File: src/rtl/rand_engine_pkg.sv
// Purpose : shared constants and LFSR step function for the random-engine blocks.
// Latency : n/a (package, combinational helpers only).
// Backpr. : n/a.
// Contents: per-width default Galois taps/seeds (8/16/32 bits) and lfsr_step().
package rand_engine_pkg;

  // Widest LFSR the helpers support; narrower LFSRs are zero-extended into
  // this width and truncated back by the caller.
  localparam int unsigned MAX_NBITS = 32;

  // Maximal-length Galois feedback masks (right-shifting form).
  localparam logic [7:0]  TAPS_8  = 8'hB8;          // x^8+x^6+x^5+x^4+1
  localparam logic [15:0] TAPS_16 = 16'hB400;       // x^16+x^14+x^13+x^11+1
  localparam logic [31:0] TAPS_32 = 32'h8020_0003;  // x^32+x^22+x^2+x^1+1

  // Non-zero reset seeds.
  localparam logic [7:0]  SEED_8  = 8'hE1;
  localparam logic [15:0] SEED_16 = 16'hACE1;
  localparam logic [31:0] SEED_32 = 32'hACE1_ACE1;

  // Default taps for a given width. Widths other than 8/16/32 fall back to
  // the 16-bit mask, which is not maximal-length for them; such instances
  // are expected to pass their own TAPS.
  function automatic logic [MAX_NBITS-1:0] default_taps(input int unsigned nbits);
    logic [MAX_NBITS-1:0] t;
    t = MAX_NBITS'(TAPS_16);
    case (nbits)
      8:       t = MAX_NBITS'(TAPS_8);
      16:      t = MAX_NBITS'(TAPS_16);
      32:      t = TAPS_32;
      default: t = MAX_NBITS'(TAPS_16);
    endcase
    return t;
  endfunction

  function automatic logic [MAX_NBITS-1:0] default_seed(input int unsigned nbits);
    logic [MAX_NBITS-1:0] s;
    s = MAX_NBITS'(SEED_16);
    case (nbits)
      8:       s = MAX_NBITS'(SEED_8);
      16:      s = MAX_NBITS'(SEED_16);
      32:      s = SEED_32;
      default: s = MAX_NBITS'(SEED_16);
    endcase
    return s;
  endfunction

  // One Galois step: shift right, fold the mask in when the bit shifted out
  // was a 1. Upper bits above the caller's width stay zero as long as both
  // arguments are zero-extended.
  function automatic logic [MAX_NBITS-1:0] lfsr_step(input logic [MAX_NBITS-1:0] x,
                                                     input logic [MAX_NBITS-1:0] taps);
    return (x >> 1) ^ (x[0] ? taps : '0);
  endfunction

endpackage

File: src/rtl/random_engine_dpath_reg.sv
// Purpose : generic enabled state register with synchronous active-low reset.
// Latency : 1 cycle from d_i to q_o when en_i is high.
// Backpr. : none; holds q_o whenever en_i is low.
// Ports   : clk_i clock, rst_ni sync reset (low), en_i load enable,
//           d_i next value, q_o registered value.
module random_engine_dpath_reg #(
  parameter int unsigned     W         = 1,
  parameter logic [W-1:0]    RESET_VAL = '0
) (
  input  logic         clk_i,
  input  logic         rst_ni,
  input  logic         en_i,
  input  logic [W-1:0] d_i,
  output logic [W-1:0] q_o
);

  logic [W-1:0] q_q;

  always_ff @(posedge clk_i) begin
    if (!rst_ni) begin
      q_q <= RESET_VAL;
    end else if (en_i) begin
      q_q <= d_i;
    end
  end

  assign q_o = q_q;

endmodule

File: src/rtl/random_engine_dpath.sv
// Purpose : Galois LFSR datapath publishing each pre-step value as one sample
//           on a val/rdy stream through a single-entry output register.
// Latency : out_val rises the cycle after the first produce; then one sample
//           per cycle at full throughput (fire and produce in the same cycle).
// Backpr. : out_val && !out_rdy freezes out_msg, out_val and the LFSR, so no
//           sample is dropped or duplicated.
// Ports   : clk, rst (sync, active-low), lfsr_en (step enable, level),
//           seed_load/seed (reseed; zero seed replaced by SEED),
//           out_val/out_rdy/out_msg (sample stream), count (accepted samples, wraps).
module random_engine_dpath
  import rand_engine_pkg::*;
#(
  parameter int unsigned      NBITS   = 16,
  parameter logic [NBITS-1:0] TAPS    = NBITS'(default_taps(NBITS)),
  parameter logic [NBITS-1:0] SEED    = NBITS'(default_seed(NBITS)),
  parameter int unsigned      CNTBITS = 32
) (
  input  logic               clk,
  input  logic               rst,
  input  logic               lfsr_en,
  input  logic               seed_load,
  input  logic [NBITS-1:0]   seed,
  output logic               out_val,
  input  logic               out_rdy,
  output logic [NBITS-1:0]   out_msg,
  output logic [CNTBITS-1:0] count
);

  // NBITS must lie in 4..MAX_NBITS; the step helper works on MAX_NBITS bits.

  // ---------------------------------------------------------------------------
  // State registers
  // ---------------------------------------------------------------------------
  logic [NBITS-1:0]   lfsr_q,  lfsr_d;
  logic               lfsr_we;
  logic [NBITS-1:0]   msg_q,   msg_d;
  logic               msg_we;
  logic               val_q,   val_d;
  logic               val_we;
  logic [CNTBITS-1:0] count_q, count_d;
  logic               count_we;

  random_engine_dpath_reg #(
    .W         (NBITS),
    .RESET_VAL (SEED)
  ) u_lfsr (
    .clk_i  (clk),
    .rst_ni (rst),
    .en_i   (lfsr_we),
    .d_i    (lfsr_d),
    .q_o    (lfsr_q)
  );

  random_engine_dpath_reg #(
    .W         (NBITS),
    .RESET_VAL ('0)
  ) u_msg (
    .clk_i  (clk),
    .rst_ni (rst),
    .en_i   (msg_we),
    .d_i    (msg_d),
    .q_o    (msg_q)
  );

  random_engine_dpath_reg #(
    .W         (1),
    .RESET_VAL (1'b0)
  ) u_val (
    .clk_i  (clk),
    .rst_ni (rst),
    .en_i   (val_we),
    .d_i    (val_d),
    .q_o    (val_q)
  );

  random_engine_dpath_reg #(
    .W         (CNTBITS),
    .RESET_VAL ('0)
  ) u_count (
    .clk_i  (clk),
    .rst_ni (rst),
    .en_i   (count_we),
    .d_i    (count_d),
    .q_o    (count_q)
  );

  // ---------------------------------------------------------------------------
  // Next-state decode
  // ---------------------------------------------------------------------------
  logic             fire;
  logic             slot_free;
  logic             produce;
  logic [NBITS-1:0] lfsr_stepped;
  logic [NBITS-1:0] seed_eff;

  // Helper runs at MAX_NBITS; zero-extend in and truncate out.
  assign lfsr_stepped = NBITS'(lfsr_step(MAX_NBITS'(lfsr_q), MAX_NBITS'(TAPS)));

  // An all-zero seed would lock the LFSR; substitute the reset seed.
  assign seed_eff = (seed == '0) ? SEED : seed;

  always_comb begin
    fire      = 1'b0;
    slot_free = 1'b0;
    produce   = 1'b0;
    lfsr_d    = lfsr_q;
    lfsr_we   = 1'b0;
    msg_d     = msg_q;
    msg_we    = 1'b0;
    val_d     = val_q;
    val_we    = 1'b0;
    count_d   = count_q;
    count_we  = 1'b0;

    fire      = val_q && out_rdy;
    // The output slot can take a new sample when empty or being drained now.
    slot_free = !val_q || fire;
    // A reseed cycle never produces: the sample would otherwise be the old
    // LFSR value, not the first value of the new sequence.
    produce   = lfsr_en && slot_free && !seed_load;

    if (seed_load) begin
      lfsr_d  = seed_eff;
      lfsr_we = 1'b1;
    end else if (produce) begin
      lfsr_d  = lfsr_stepped;
      lfsr_we = 1'b1;
    end

    // The published sample is the pre-step value.
    if (produce) begin
      msg_d  = lfsr_q;
      msg_we = 1'b1;
    end

    // Produce keeps/sets valid; a fire with nothing new behind it clears it.
    if (produce) begin
      val_d  = 1'b1;
      val_we = 1'b1;
    end else if (fire) begin
      val_d  = 1'b0;
      val_we = 1'b1;
    end

    // Natural modular wrap at 2^CNTBITS.
    if (fire) begin
      count_d  = count_q + CNTBITS'(1);
      count_we = 1'b1;
    end
  end

  // ---------------------------------------------------------------------------
  // Outputs are straight register taps.
  // ---------------------------------------------------------------------------
  assign out_val = val_q;
  assign out_msg = msg_q;
  assign count   = count_q;

endmodule

File: config.mk
export PLATFORM = sky130hd
export DESIGN_NAME = random_engine_dpath
export DESIGN_NICKNAME = d
export VERILOG_FILES = /design/src/rtl/rand_engine_pkg.sv /design/src/rtl/random_engine_dpath_reg.sv /design/src/rtl/random_engine_dpath.sv
export SDC_FILE = /design/constraint.sdc
export NUM_CORES = 1
export LEC_CHECK = 0
export ABC_AREA = 0
export ABC_CLOCK_PERIOD_IN_PS = 1800
export BUFFER_PORTS_ARGS = -buffer_cell sky130_fd_sc_hd__buf_2
export CAP_MARGIN = 20
export CORE_MARGIN = 2
export CORE_UTILIZATION = 48
export DETAILED_ROUTE_END_ITERATION = 7
export PLACE_DENSITY = 0.75
export SLEW_MARGIN = 20
export SYNTH_ARGS = -nofsm -noshare
export SYNTH_HDL_FRONTEND = slang
export SYNTH_SLANG_ARGS = --single-unit
File: constraint.sdc
create_clock -name clk -period 1.8 [get_ports clk]
set_input_delay 0.27 -clock clk [delete_from_list [all_inputs] [get_ports clk]]
set_output_delay 0.27 -clock clk [all_outputs]
set_load 0.005 [all_outputs]
==> impl_metrics.yaml, run 1 <==
drt:
  post_drt_wl_per_cell_um: 14.0
  dr.pass1.iters: 4
  vias: 2956
  viasPerCell: 5.53
  drc: 0
  drt_iter0_drc: 221
  drt-total-wl_mm: 7.52
  ant_nets: 0
yosys:
  ys_seq_area_frac: 0.442
  ys_warn_count: 0
  synthCells: 355
  netlist.area_leader.share: 0.442
  syn_area_um2: 2940
  synthTopCellsByArea: "dfxtp_1, nand2_1, a21oi_1"
  ys_ff_latch: 65
  ys_types: 40
  synth_top_cell_by_area: "dfxtp_1"
  synthesis.nets: 377
  syn_avg_cell_area_um2: 8.29
placed_design:
  dpl_cell_area_um2: 3610
  placedCellCount: 516
  dp_hpwl_mm: 5.30
  io_buffers: 69
  place_ws_ns: -0.0395
  routabilityCongestion: 0.887
sta:
  relSlewSlack: 0.728
  rsz0062_at_grt: "yes"
  post-route-min-period_ns: 1.83
  fin_crit_sh: 1.01
  drv_slew: 0
  finalSetupTns_ns: -0.0252
  clock.fmax_mhz: 548
  finalSetupViolations: 1
  clock_skew_ns: 0.00917
  final_hold_viol_count: 0
  fin_ws_ns: -0.0252
  worst_pin_slew_ns: 0.404
floorplan:
  die_area_um2: 6770
  num_io_pins: 70
  die_h_um: 82.3
  start_util: 0.497
  core_um2: 5920
  dieWidth_um: 82.3
  rows: 28
finish:
  nets: 477
  syn_to_final_growth_pct: 32.4
  antenna_cells: 0
  finalInstanceArea_um2: 3890
  stdcell_count: 535
  drive_above_1_share: 0.328
critical_path:
  cp_slowest_cell: "or4_2"
  crit_path_max_incr_delay_ns: 0.67
  cp.arrival_ns: 2.10
  crit_fanout: 5
  cp_cell_sequence: "ha_4 -> nand3_4 -> or4_2 -> or3_1 -> a21oi_1"
  cp-start-kind: "flop"
  endpoint_kind: "flop"
  worstSetupPathType: "flop to flop"
  crit_required_ns: 2.08
clock_tree:
  tritoncts: "yes"
  path_clk_slew_ns: 0.08
  htree_levels: 3
  cts_hold_buf: 0
  clkSinkCount: 65
  numCtsBuffers: 9
  clockRootBuffer: "clkbuf_8"
  insertion_delay_ns: 0.35
  cts_max_path_buffers: 2
grt:
  globalRouteTotalUtil: 0.229
  grt_max_degree: 28
  antenna_found_initial: 0
  grt_pass1_vias: 2620
  grt_pass1_wl_mm: 11.9
  grt_overflow: 0
pwr:
  leakage_nw: 1.63
  finalPower_mw: 3.03
  ir_drop_uv: 513
  power-per-cell-area_nw_per_um2: 778
worst_hold_path:
  hold_class: "input pin to flop"
run:
  max_cap_violations: 0
run_status:
  violations: "setup timing"
  status: "finished with violations"
==> cell usage after synthesis <==
master         count
nand4_2            1
a311o_1            1
mux2i_1            7
or3_1              4
nor3_1             4
nor4_1            11
or4_1              9
and4_1             4
nand4_1            7
buf_2              2
nand3_2            1
nor2_1            28
or4_2              1
buf_1              1
nand4_4            1
and3_1             9
a41o_1             1
clkinv_1           1
inv_2              1
nand3_1           19
clkbuf_1          16
or4_4              1
ha_1               1
nand2_1           57
buf_6              1
xor2_1             4
or3_2              1
buf_4              1
xnor2_1           11
o21ai_0           11
o31ai_1            9
dlygate4sd1_1      1
dfxtp_1           65
inv_1              5
a211oi_1           6
a21boi_0           2
and2_1             1
nand2b_1           8
a21oi_1           32
a311oi_1           9
==> routing by layer <==
metal | global-route usage | part of all wire | up-vias
met5 | 0 | 0 | -
met4 | 0.100 | 0.017 | 0
met3 | 0.0467 | 0.059 | 11
met2 | 0.377 | 0.48 | 109
met1 | 0.290 | 0.44 | 1357
li1 | - | - | 1479
==> worst paths after layout <==
kind,start,endpoint,slack [ns],depth (start not counted)
worst max-delay path,u_count.q_o[0],u_count.q_o[24],-0.03,5
worst min-delay path,seed[12],u_lfsr.q_o[12],0.17,3
worst max register to register,u_count.q_o[0],u_count.q_o[24],-0.03,5
worst min register to register,u_msg.q_o[12],u_msg.q_o[12],0.45,2
==> cell type report <==
type                       count  area, µm²
fill                         478       2030
multi-input combinational    262       1590
sequential                    65       1310
timing repair buffer         110        666
clock buffer                   9        124
tap                           75       93.8
clock inverter                 7       78.8
inverter                       7       26.3
==> cell usage in the layout (no fill, tap or decap), types with 7 or more instances in the layout <==
cell type / synthesis / routed
buf_2: 2 / 69
dfxtp_1: 65 / 58
nand2_1: 57 / 56
buf_4: 1 / 40
a21oi_1: 32 / 31
nor2_1: 28 / 28
nand3_1: 19 / 18
o21ai_0: 11 / 11
nor4_1: 11 / 11
xnor2_1: 11 / 11
a311oi_1: 9 / 9
clkbuf_8: 0 / 9
o31ai_1: 9 / 8
or4_1: 9 / 8
and3_1: 9 / 8
nand2b_1: 8 / 8
nand4_1: 7 / 7
mux2i_1: 7 / 7
==> logic make-up (layout without fill, tap and decap cells) <==
family | after synthesis | count (layout) | share of synthesized area
AO/OA/AOI/OAI | 71 | 71 | 0.150
buffers and inverters | 29 | 133 | 0.0434
adder cells (fa/ha/maj) | 1 | 1 | 0.00425
multiplexers | 7 | 7 | 0.0238
flip-flops | 65 | 65 | 0.442
XOR/XNOR | 15 | 15 | 0.0446
AND/OR/NAND/NOR | 167 | 168 | 0.292
==> critical path, delay by kind of cell, from the launching register on <==
kind            cells  cell delay (ns)
simple gates        3             1.09
flops               1             0.36
compound gates      1             0.17
fa+ha+maj           1             0.14
==> report_power, final <==
group          switching [mW]  leakage [nW]  total (mW)  internal, mW
sequential             0.0356         0.534        1.52          1.48
combinational           0.135          1.00       0.238         0.103
clock                   0.621         0.100        1.27         0.651
==> flip-flops by register name (all words and copies together) (netlist names) <==
name / flops
u_msg.q_o: 16
u_count.q_o: 32
u_val.q_o: 1
u_lfsr.q_o: 16
==> what timing repair did <==
action,CTS,global route
gates cloned,0,1
pin swaps,0,4
hold endpoints to repair,0,0
setup buffers,0,2
setup endpoints to repair,6,14
resized for setup,2,11
==> per-stage QoR <==
step	hold slack [ns]	utilization
3_3_place_gp	0.440	0.611
2_1_floorplan	0.415	-
3_5_place_dp	0.443	0.611
5_1_grt	0.190	0.658
6_report	0.175	0.658
4_1_cts	0.169	0.646
Power figures use the tool's default switching activity.
==> run 2: changes to the inputs <==
--- a/config.mk
+++ b/config.mk
@@ -6,7 +6,7 @@
 export NUM_CORES = 1
 export LEC_CHECK = 0
 export ABC_AREA = 0
-export ABC_CLOCK_PERIOD_IN_PS = 1800
+export ABC_CLOCK_PERIOD_IN_PS = 1670
 export BUFFER_PORTS_ARGS = -buffer_cell sky130_fd_sc_hd__buf_2
 export CAP_MARGIN = 20
 export CORE_MARGIN = 2
==> constraint.sdc (replaced) <==
create_clock -name clk -period 1.67 [get_ports clk]
set_input_delay 0.2505 -clock clk [delete_from_list [all_inputs] [get_ports clk]]
set_output_delay 0.2505 -clock clk [all_outputs]
set_load 0.005 [all_outputs]
==> impl_metrics.yaml, run 2 (same netlist as run 1, synthesis figures left out) <==
pwr:
  leakage_nw: 1.68
  p_comb_frac: 0.078
  clockPowerShare: 0.416
  power-per-cell-area_nw_per_um2: 820
  ir_drop_uv: 527
  seq_power_share: 0.506
  p_sw_frac: 0.250
  p_switching_uw: 806
  p_int_mw: 2.42
sta:
  finalSetupViolations: 1
  clock.fmax_mhz: 598
  clock_skew_ns: 0.00584
  rsz0062_at_grt: "yes"
  relSlewSlack: 0.749
  fin_crit_sh: 1.00
  post-route-min-period_ns: 1.67
  fin_ws_ns: -0.00231
  worst_pin_slew_ns: 0.373
  finalSetupTns_ns: -0.00231
  final_hold_viol_count: 0
  drv_slew: 0
worst_hold_path:
  hold_class: "input pin to flop"
clock_tree:
  cts_hold_buf: 0
  insertion_delay_ns: 0.35
  cts_max_path_buffers: 2
  clockRootBuffer: "clkbuf_8"
  htree_levels: 3
  clkSinkCount: 65
  path_clk_slew_ns: 0.07
  numCtsBuffers: 9
  tritoncts: "yes"
drt:
  vias: 2976
  drt-total-wl_mm: 7.43
  post_drt_wl_per_cell_um: 13.8
  drc: 0
  ant_nets: 0
  dr.pass1.iters: 4
  viasPerCell: 5.51
  drt_iter0_drc: 138
critical_path:
  r2r_setup_slack_ns: -0.002
  r2r_end: "u_count.q_o[21]"
  startpoint: "u_count.q_o[10]"
  cp-start-kind: "flop"
  rr_worst_depth: 5
  endpoint_kind: "flop"
  crit_path_end: "u_count.q_o[21]"
  r2r-start: "u_count.q_o[10]"
  crit_fanout: 5
  crit_required_ns: 1.95
  cp.arrival_ns: 1.95
  worstSetupPathType: "flop to flop"
finish:
  fill_cells: 515
  syn_to_final_growth_pct: 33.8
  antenna_cells: 0
  ff_latch_area_um2: 1340
  multiInputGateArea_um2: 1590
  drive_above_1_share: 0.353
  largest_reg_flops: 32
  stdcell_count: 540
  final_common_cell: "buf_2"
  final_cell_mix: "buf_2, nand2_1, dfxtp_1"
  nets: 482
placed_design:
  dp_hpwl_mm: 5.34
  placedCellCount: 519
  place_ws_ns: -0.120
  routabilityCongestion: 0.835
  io_buffers: 69
grt:
  grt_overflow: 0
  globalRouteTotalUtil: 0.234
  grt_pass1_wl_mm: 12.1
  antenna_found_initial: 0
  grt_pass1_vias: 2638
  grt_max_degree: 26
floorplan:
  start_util: 0.497
  rows: 28
  num_io_pins: 70
  die_h_um: 82.3
  die_area_um2: 6770
  core_um2: 5920
  dieWidth_um: 82.3
run_status:
  status: "finished with violations"
  violations: "setup timing"
run:
  max_cap_violations: 0
run 2: cell types whose count changed in the layout (fill, tap and decap cells not counted), sizes merged:
cell / before / now
clkinvlp: 1 / 0
inv: 8 / 7
clkinv: 4 / 5
or3: 6 / 5
buf: 110 / 116
clkbuf: 9 / 10
run 2: layer usage:
| layer | up-vias | routed length (µm) | GRT usage |
|---|---|---|---|
| met5 | - | 0 | 0 |
| met4 | 0 | 135 | 0.108 |
| met3 | 11 | 418 | 0.0457 |
| met2 | 92 | 3730 | 0.395 |
| met1 | 1382 | 3150 | 0.286 |
| li1 | 1491 | - | - |
run 2: how the worst min path moves through the flow:
stage,from,end,slack [ns],cells past startpoint
2_1_floorplan,seed[12],u_lfsr.q_o[12],0.40,2
3_3_place_gp,u_msg.q_o[0],u_msg.q_o[0],0.44,2
3_5_place_dp,u_msg.q_o[14],u_msg.q_o[14],0.44,2
4_1_cts,seed[12],u_lfsr.q_o[12],0.15,3
5_1_grt,seed[12],u_lfsr.q_o[12],0.17,3
6_report,seed[12],u_lfsr.q_o[12],0.16,3
run 2: cell type report:
cell class | count | area share
clock buffer | 10 | 0.0349
clock inverter | 6 | 0.0143
inverter | 7 | 0.00667
multi-input combinational | 261 | 0.403
sequential | 65 | 0.339
tap | 75 | 0.0238
timing repair buffer | 116 | 0.178
run 2: worst max-delay path: stages (launching register included):
cell and delay [ns]:
dfxtp_1 0.35, and4_4 0.23, nand4_1 0.25, buf_4 0.23, or4_1 0.40, a21oi_1 0.14
run 2: power by group through the flow:
| stage | Clock (mW) | Sequential (mW) | Combinational (mW) |
|---|---|---|---|
| floorplan | 0 | 1.66 | 0.150 |
| global placement | 0 | 1.67 | 0.248 |
| detailed placement | 0 | 1.67 | 0.253 |
| CTS | 1.36 | 1.63 | 0.255 |
| global route | 1.44 | 1.64 | 0.287 |
| finish | 1.34 | 1.63 | 0.253 |
run 2: per-stage QoR:
step	hold slack, ns	instance area [µm²]	total power, mW	utilization
floorplan	0.395	3010	1.81	-
global placement	0.442	3660	1.92	0.618
detailed placement	0.444	3660	1.92	0.618
CTS	0.155	3890	3.25	0.656
global route	0.170	3940	3.36	0.665
finish	0.158	3940	3.23	0.665
run 2: repair_timing:
item,CTS,global route
gates resized for setup,5,12
endpoints found under the setup margin,12,28
pin swaps,7,3
setup buffers,2,3
